`config.mk`:
```
export PLATFORM = sky130hd
export DESIGN_NAME = period_meter
export DESIGN_NICKNAME = d
export VERILOG_FILES = /design/src/rtl/period_meter_pkg.sv /design/src/rtl/period_meter_edge_sync.sv /design/src/rtl/period_meter.sv
export SDC_FILE = /design/constraint.sdc
export NUM_CORES = 1
export LEC_CHECK = 0
export ABC_AREA = 0
export CAP_MARGIN = 20
export CORE_ASPECT_RATIO = 0.9
export CORE_MARGIN = 1
export CORE_UTILIZATION = 45
export CTS_CLUSTER_SIZE = 8
export DETAILED_ROUTE_END_ITERATION = 8
export GPL_TIMING_DRIVEN = 0
export PLACE_DENSITY = 0.7
export SYNTH_ARGS = -nofsm -noshare
export SYNTH_HDL_FRONTEND = slang
export SYNTH_SLANG_ARGS = --single-unit
```
`constraint.sdc`:
```
create_clock -name clk -period 4.2 [get_ports clk]
set_clock_uncertainty 0.05 [all_clocks]
set_input_delay 1.05 -clock clk [delete_from_list [all_inputs] [get_ports clk]]
set_output_delay 1.05 -clock clk [all_outputs]
set_load 0.02 [all_outputs]
```
`src/rtl/period_meter_pkg.sv`:
```
// Shared state encoding and constants for the period meter and its averaging stage.
package period_meter_pkg;

  typedef enum logic [1:0] {
    IDLE    = 2'd0,
    MEASURE = 2'd1,
    TIMEOUT = 2'd2
  } state_t;

  localparam int PERIOD_W_DEF = 16;
  localparam int PER_MAX      = (1 << PERIOD_W_DEF) - 1;

  localparam int AVG_N  = 4;
  localparam int AVG_SH = 2;

endpackage

```
`src/rtl/period_meter_edge_sync.sv`:
```
// Two-flop synchroniser, delay flop and registered rising-edge pulse.
// Pin edge to o_rise is 3 clk; no backpressure, one pulse per synchronised rising edge.
module edge_sync (
  input  logic clk,
  input  logic rst_n,
  input  logic i_din,
  output logic o_rise
);

  logic r_sync1;
  logic r_sync2;
  logic r_dly;
  logic r_rise;

  always_ff @(posedge clk or negedge rst_n) begin
    if (!rst_n) begin
      r_sync1 <= 1'b0;
      r_sync2 <= 1'b0;
      r_dly   <= 1'b0;
      r_rise  <= 1'b0;
    end else begin
      r_sync1 <= i_din;
      r_sync2 <= r_sync1;
      r_dly   <= r_sync2;
      r_rise  <= r_sync2 & ~r_dly;
    end
  end

  assign o_rise = r_rise;

endmodule

```
`src/rtl/period_meter.sv`:
```
// Measures sig_in period in prescaled ticks; result 1 clk after the detected edge (4 clk from pin).
// Optional PERIOD_AVG4_EN publishes the mean of the last four captures instead of the raw value.
module period_meter
  import period_meter_pkg::*;
#(
  parameter int TICK_DIV   = 25,
  parameter int PERIOD_W   = PERIOD_W_DEF,
  parameter int MIN_PERIOD = 2,
  parameter int RST_PERIOD = 1000
) (
  input  logic                clk,
  input  logic                rst,
  input  logic                en,
  input  logic                sig_in,
  output logic [PERIOD_W-1:0] binary,
  output logic                valid,
  output logic                over
);

  localparam int                  TW    = (TICK_DIV > 1) ? $clog2(TICK_DIV) : 1;
  localparam logic [PERIOD_W-1:0] W_MAX = '1;

  state_t              r_state;
  logic [TW-1:0]       r_tick_cnt;
  logic [PERIOD_W-1:0] r_per_cnt;
  logic [PERIOD_W-1:0] r_bin;
  logic                r_valid;
  logic                r_over;

  logic                w_rise;
  logic                w_tick;
  logic [PERIOD_W-1:0] w_cand;
  logic                w_in_meas;
  logic                w_cap;
  logic                w_sat;
  logic [PERIOD_W-1:0] w_bin_nxt;

  edge_sync u_edge_sync (
    .clk    (clk),
    .rst_n  (rst),
    .i_din  (sig_in),
    .o_rise (w_rise)
  );

  assign w_tick = en && (r_tick_cnt == TW'(TICK_DIV - 1));

  // A tick landing on the edge cycle still belongs to the interval being closed.
  assign w_cand    = (r_per_cnt == W_MAX) ? W_MAX
                   : r_per_cnt + {{(PERIOD_W-1){1'b0}}, w_tick};
  assign w_in_meas = en && (r_state == MEASURE);
  assign w_cap     = w_in_meas && w_rise && (w_cand >= PERIOD_W'(MIN_PERIOD));
  assign w_sat     = w_in_meas && !w_cap && (w_cand == W_MAX);

  always_ff @(posedge clk or negedge rst) begin
    if (!rst) begin
      r_tick_cnt <= '0;
    end else if (!en || w_tick) begin
      r_tick_cnt <= '0;
    end else begin
      r_tick_cnt <= r_tick_cnt + TW'(1);
    end
  end

`ifdef PERIOD_AVG4_EN
  localparam int SW = PERIOD_W + AVG_SH;

  logic [PERIOD_W-1:0] r_hist [AVG_N];
  logic [2:0]          r_navg;
  logic [SW-1:0]       r_sum;
  logic [PERIOD_W-1:0] w_old;
  logic [SW-1:0]       w_sum_nxt;
  logic                w_avg_clr;

  assign w_old     = (r_navg == 3'(AVG_N)) ? r_hist[AVG_N-1] : '0;
  assign w_sum_nxt = r_sum + SW'(w_cand) - SW'(w_old);
  assign w_bin_nxt = (r_navg >= 3'(AVG_N - 1)) ? w_sum_nxt[SW-1:AVG_SH] : w_cand;
  assign w_avg_clr = !en || w_sat;

  always_ff @(posedge clk or negedge rst) begin
    if (!rst) begin
      for (int i = 0; i < AVG_N; i++) r_hist[i] <= '0;
      r_navg <= '0;
      r_sum  <= '0;
    end else if (w_avg_clr) begin
      for (int i = 0; i < AVG_N; i++) r_hist[i] <= '0;
      r_navg <= '0;
      r_sum  <= '0;
    end else if (w_cap) begin
      r_hist[0] <= w_cand;
      for (int i = 1; i < AVG_N; i++) r_hist[i] <= r_hist[i-1];
      if (r_navg != 3'(AVG_N)) r_navg <= r_navg + 3'd1;
      r_sum <= w_sum_nxt;
    end
  end
`else
  assign w_bin_nxt = w_cand;
`endif

  always_ff @(posedge clk or negedge rst) begin
    if (!rst) begin
      r_state   <= IDLE;
      r_per_cnt <= '0;
      r_bin     <= PERIOD_W'(RST_PERIOD);
      r_valid   <= 1'b0;
      r_over    <= 1'b0;
    end else begin
      r_valid <= w_cap;
      if (!en) begin
        r_state   <= IDLE;
        r_per_cnt <= '0;
      end else begin
        case (r_state)
          IDLE: begin
            r_per_cnt <= '0;
            if (w_rise) r_state <= MEASURE;
          end
          MEASURE: begin
            if (w_cap) begin
              r_bin     <= w_bin_nxt;
              r_per_cnt <= '0;
            end else begin
              r_per_cnt <= w_cand;
              if (w_sat) begin
                r_state <= TIMEOUT;
                r_over  <= 1'b1;
              end
            end
          end
          TIMEOUT: begin
            if (w_rise) begin
              r_over    <= 1'b0;
              r_per_cnt <= '0;
              r_state   <= MEASURE;
            end
          end
          default: r_state <= IDLE;
        endcase
      end
    end
  end

  assign binary = r_bin;
  assign valid  = r_valid;
  assign over   = r_over;

endmodule

```
==> results of run 1 <==
==> layer usage <==
| metal | wire, um | vias up | GRT usage |
|---|---|---|---|
| li1 | - | 965 | - |
| met1 | 2710 | 981 | 0.307 |
| met2 | 2540 | 47 | 0.323 |
| met3 | 287 | 14 | 0.0522 |
| met4 | 173 | 0 | 0.121 |
| met5 | 0 | - | 0 |
==> area by class of cell <==
class	count	area, um2	area share
clock buffers	5	68.8	0.0239
flip-flops and latches	45	1130	0.393
multi-input cells	182	1250	0.434
clock inverters	3	50.0	0.0173
inverters	6	22.5	0.00781
plain buffers	10	46.3	0.0160
repair buffers	22	228	0.0789
well taps	67	83.8	0.0291
==> synth_stat cells, drive strengths merged, types with 5 or more instances <==
cell type   n
clkbuf     10
nand2b      6
inv         6
ha          5
nand2      21
nand4       5
a22o        9
nor2       16
dfrtp      39
mux2       10
nand3      16
xnor2       9
dfstp       6
a21oi      12
and3        5
o21ai       9
==> state kept, by name (all words and copies together), names as in the netlist <==
signal,cells
binary,16
r_per_cnt,16
r_tick_cnt,5
r_state,2
over,1
u_edge_sync.o_rise,1
u_edge_sync.r_dly,1
u_edge_sync.r_sync1,1
u_edge_sync.r_sync2,1
valid,1
==> metrics by stage <==
| step | power (mW) | cells | hold slack (ns) | util | setup TNS [ns] |
|---|---|---|---|---|---|
| after floorplan | 0.462 | 244 | 0.281 | - | 0 |
| after global placement | 0.477 | 332 | 0.300 | 0.522 | -18.01 |
| after detailed placement | 0.480 | 333 | 0.295 | 0.525 | -17.15 |
| after CTS | 0.826 | 340 | 0.307 | 0.551 | 0 |
| after global routing | 0.846 | 340 | 0.315 | 0.552 | 0 |
| final | 0.818 | 340 | 0.305 | 0.552 | 0 |
==> where the power goes <==
| group | switching (mW) | internal, mW |
|---|---|---|
| clock network | 0.164 | 0.182 |
| logic | 0.0186 | 0.0100 |
| registers | 0.00454 | 0.438 |
==> how the worst max path moves through the flow <==
stage | start | to | slack (ns) | cells past startpoint
2_1_floorplan | en | binary[15] | 0.60 | 12
5_1_grt | en | binary[11] | 0.18 | 14
3_5_place_dp | en | r_per_cnt[6] | -0.68 | 13
3_3_place_gp | en | binary[11] | -0.68 | 14
6_report | en | binary[11] | 0.33 | 14
4_1_cts | en | binary[15] | 0.04 | 13
==> kinds of logic after synthesis <==
family                     Yosys count
AOI/OAI and AO/OA                   56
xor gates and xnor gates            13
adders and majority gates            5
buffers and inverters               17
DFF                                 45
muxes                               11
and+or+nand+nor                     97
==> what timing repair did <==
action                     CTS  global route
resized for setup            7             2
buffers inserted             0             0
setup endpoints to repair   30            27
pin swaps                    0             1
==> worst register-to-register path: cells and delay by family, from the launching register on <==
family          cells  cell delay, ns
simple gates        6            1.14
compound gates      2            0.73
fa+ha+maj           3            0.57
flops               1            0.42
buf+inv             3            0.32
mux                 1            0.32
==> impl_metrics.csv, run 1 <==
group,metric,value,unit
outcome,outcome,"complete, no violations",
synth,yosysWarnings,0,
clocking,cts_hold_buf,0,
timing,hold_viol,0,
cells_and_area,final_area,2890,um2
timing,worstMarginPinSlew,0.934,ns
detailed_routing,drt_wl_total,5720,um
synth,synth.top_cell.area_share,0.401,
critical_path,cp_top_family,"simple AND/OR/NAND/NOR gates",
critical_path,r2r-end,"binary[11]",
critical_path,slowest_delay,0.47,ns
critical_path,r2r_start,"r_tick_cnt[0]",
placement,post-dp-hpwl,4250,um
synth,synth_cells,244,
die,io_pins,22,
critical_path,end_kind,"register",
synth,synth_compound_area_frac,0.162,
clocking,cts.sink_count,45,
critical_path,critPathArrivalTime,4.02,ns
detailed_routing,first_pass_iters,4,
cells_and_area,drive_above_1_share,0.117,
synth,synth-async-reset-ratio,1.00,
synth,synthSimpleGateAreaFrac,0.220,
synth,synthDistinctLibCells,54,
detailed_routing,routedWlPerCell,16.8,um
critical_path,slowest_stage,"o41a_1",
timing,fmax,258,MHz
die,num_rows,25,
clocking,clk_pin_slew,0.09,ns
timing,slew_viol_final,0,
synth,synthTopCellsByArea,"dfrtp_1 40%, dfstp_2 6.5%, a22o_1 3.2%",
flow_run,drv_cap,0,
synth,synth_fp_nets,253,
cells_and_area,num_antenna_cells,0,
synth,synth_area_per_cell,9.98,um2
clocking,cts_max_level,2,
detailed_routing,route.detailed.drc,0,
critical_path,reg2reg_slack,0.54,ns
timing,relSlewSlack,0.376,
synth,synthAdderAreaFrac,0.0257,
timing,min_period,3.87,ns
cells_and_area,fill_cells,447,
critical_path,required,4.35,ns
global_route,grt_max_degree,29,
global_route,grt_pass1_wl,9360,um
clocking,clock_path_buffers,2,
synth,synth.largest_area_cell,"dfrtp_1",
critical_path,crit_chain,"dlymetal6s2s_1, inv_1, nor2_4, ha_4, ha_1, nand2_1, o31a_1, nor4b_1, nand4_1, o41a_1, nand2_2, inv_2, buf_6, mux2_1",
synth,synth-xor-area-share,0.0468,
clocking,clock_latency,0.31,ns
synth,synth_mux_area_frac,0.0504,
clocking,cts_tree,"yes",
synth,synth-main-ff-cell,"dfrtp_1",
die,die_y,71.8,um
timing,finalSetupViolCount,0,
cells_and_area,synthToLayoutAreaGrowth,18.5,%
global_route,antenna_found_initial,0,
critical_path,startpoint_type,"input port",
clocking,cts-buffers-inserted,5,
global_route,track_usage,0.222,
detailed_routing,vias,2007,
detailed_routing,drt_iter0_drc,176,
timing,grt_setup_unrepaired,"false",
critical_path,path_class,"in2reg",
power_and_ir_drop,p_leak,1.24,nW
placement,io_buffer_count,21,
die,start_util,0.466,
power_and_ir_drop,p_per_area,283,nW/um2
min_path,hold_path_end,"u_edge_sync.r_sync2",
die,die_w,79.5,um
min_path,worst_hold_path_type,"reg2reg",
cells_and_area,final_cell_mix,"39 x dfrtp_1, 20 x nand2_1, 19 x clkdlybuf4s50_1, 15 x nand3_1, 15 x nor2_1",
synth,synth.cell_area,2430,um2
timing,layout_setup_ws,0.330,ns
critical_path,r2r_cells,15,
synth,ys_ff_latch,45,
critical_path,cp_num_buf_inv,4,
min_path,hp-start,"u_edge_sync.r_sync1",
global_route,grt_pass1_vias,1843,
critical_path,path_max_fanout,10,
placement,pre_cts_slack,-0.683,ns
synth,ys_seq_area_frac,0.466,
placement,place_area,2740,um2
die,core-area,5220,um2
synth,synth_top_family_by_area,"simple AND/OR/NAND/NOR gates",
global_route,grt_overflow_total,0,
power_and_ir_drop,irDropWorstVdd,0.219,mV
detailed_routing,ant_nets,0,
cells_and_area,final_nets,281,
placement,globalplace.congestion,0.908,
min_path,min_path_cells,0,
cells_and_area,final_common_cell,"dfrtp_1",
timing,finalCritPeriodShare,0.922,
die,die_area,5710,um2
synth,synth-edff-count,0,
clocking,cts_root_buf,"clkbuf_8",
detailed_routing,viasPerCell,5.90,
Note: power is estimated with default switching activity, not from simulation.
==> inputs of run 2 (changes only) <==
--- a/config.mk
+++ b/config.mk
@@ -10,6 +10,7 @@
 export CORE_ASPECT_RATIO = 0.9
 export CORE_MARGIN = 1
 export CORE_UTILIZATION = 45
+export CTS_BUF_LIST = sky130_fd_sc_hd__clkbuf_8
 export CTS_CLUSTER_SIZE = 8
 export DETAILED_ROUTE_END_ITERATION = 8
 export GPL_TIMING_DRIVEN = 0
==> results of run 2 <==
Final layout, timing and power as in run 1 (identical DEF).
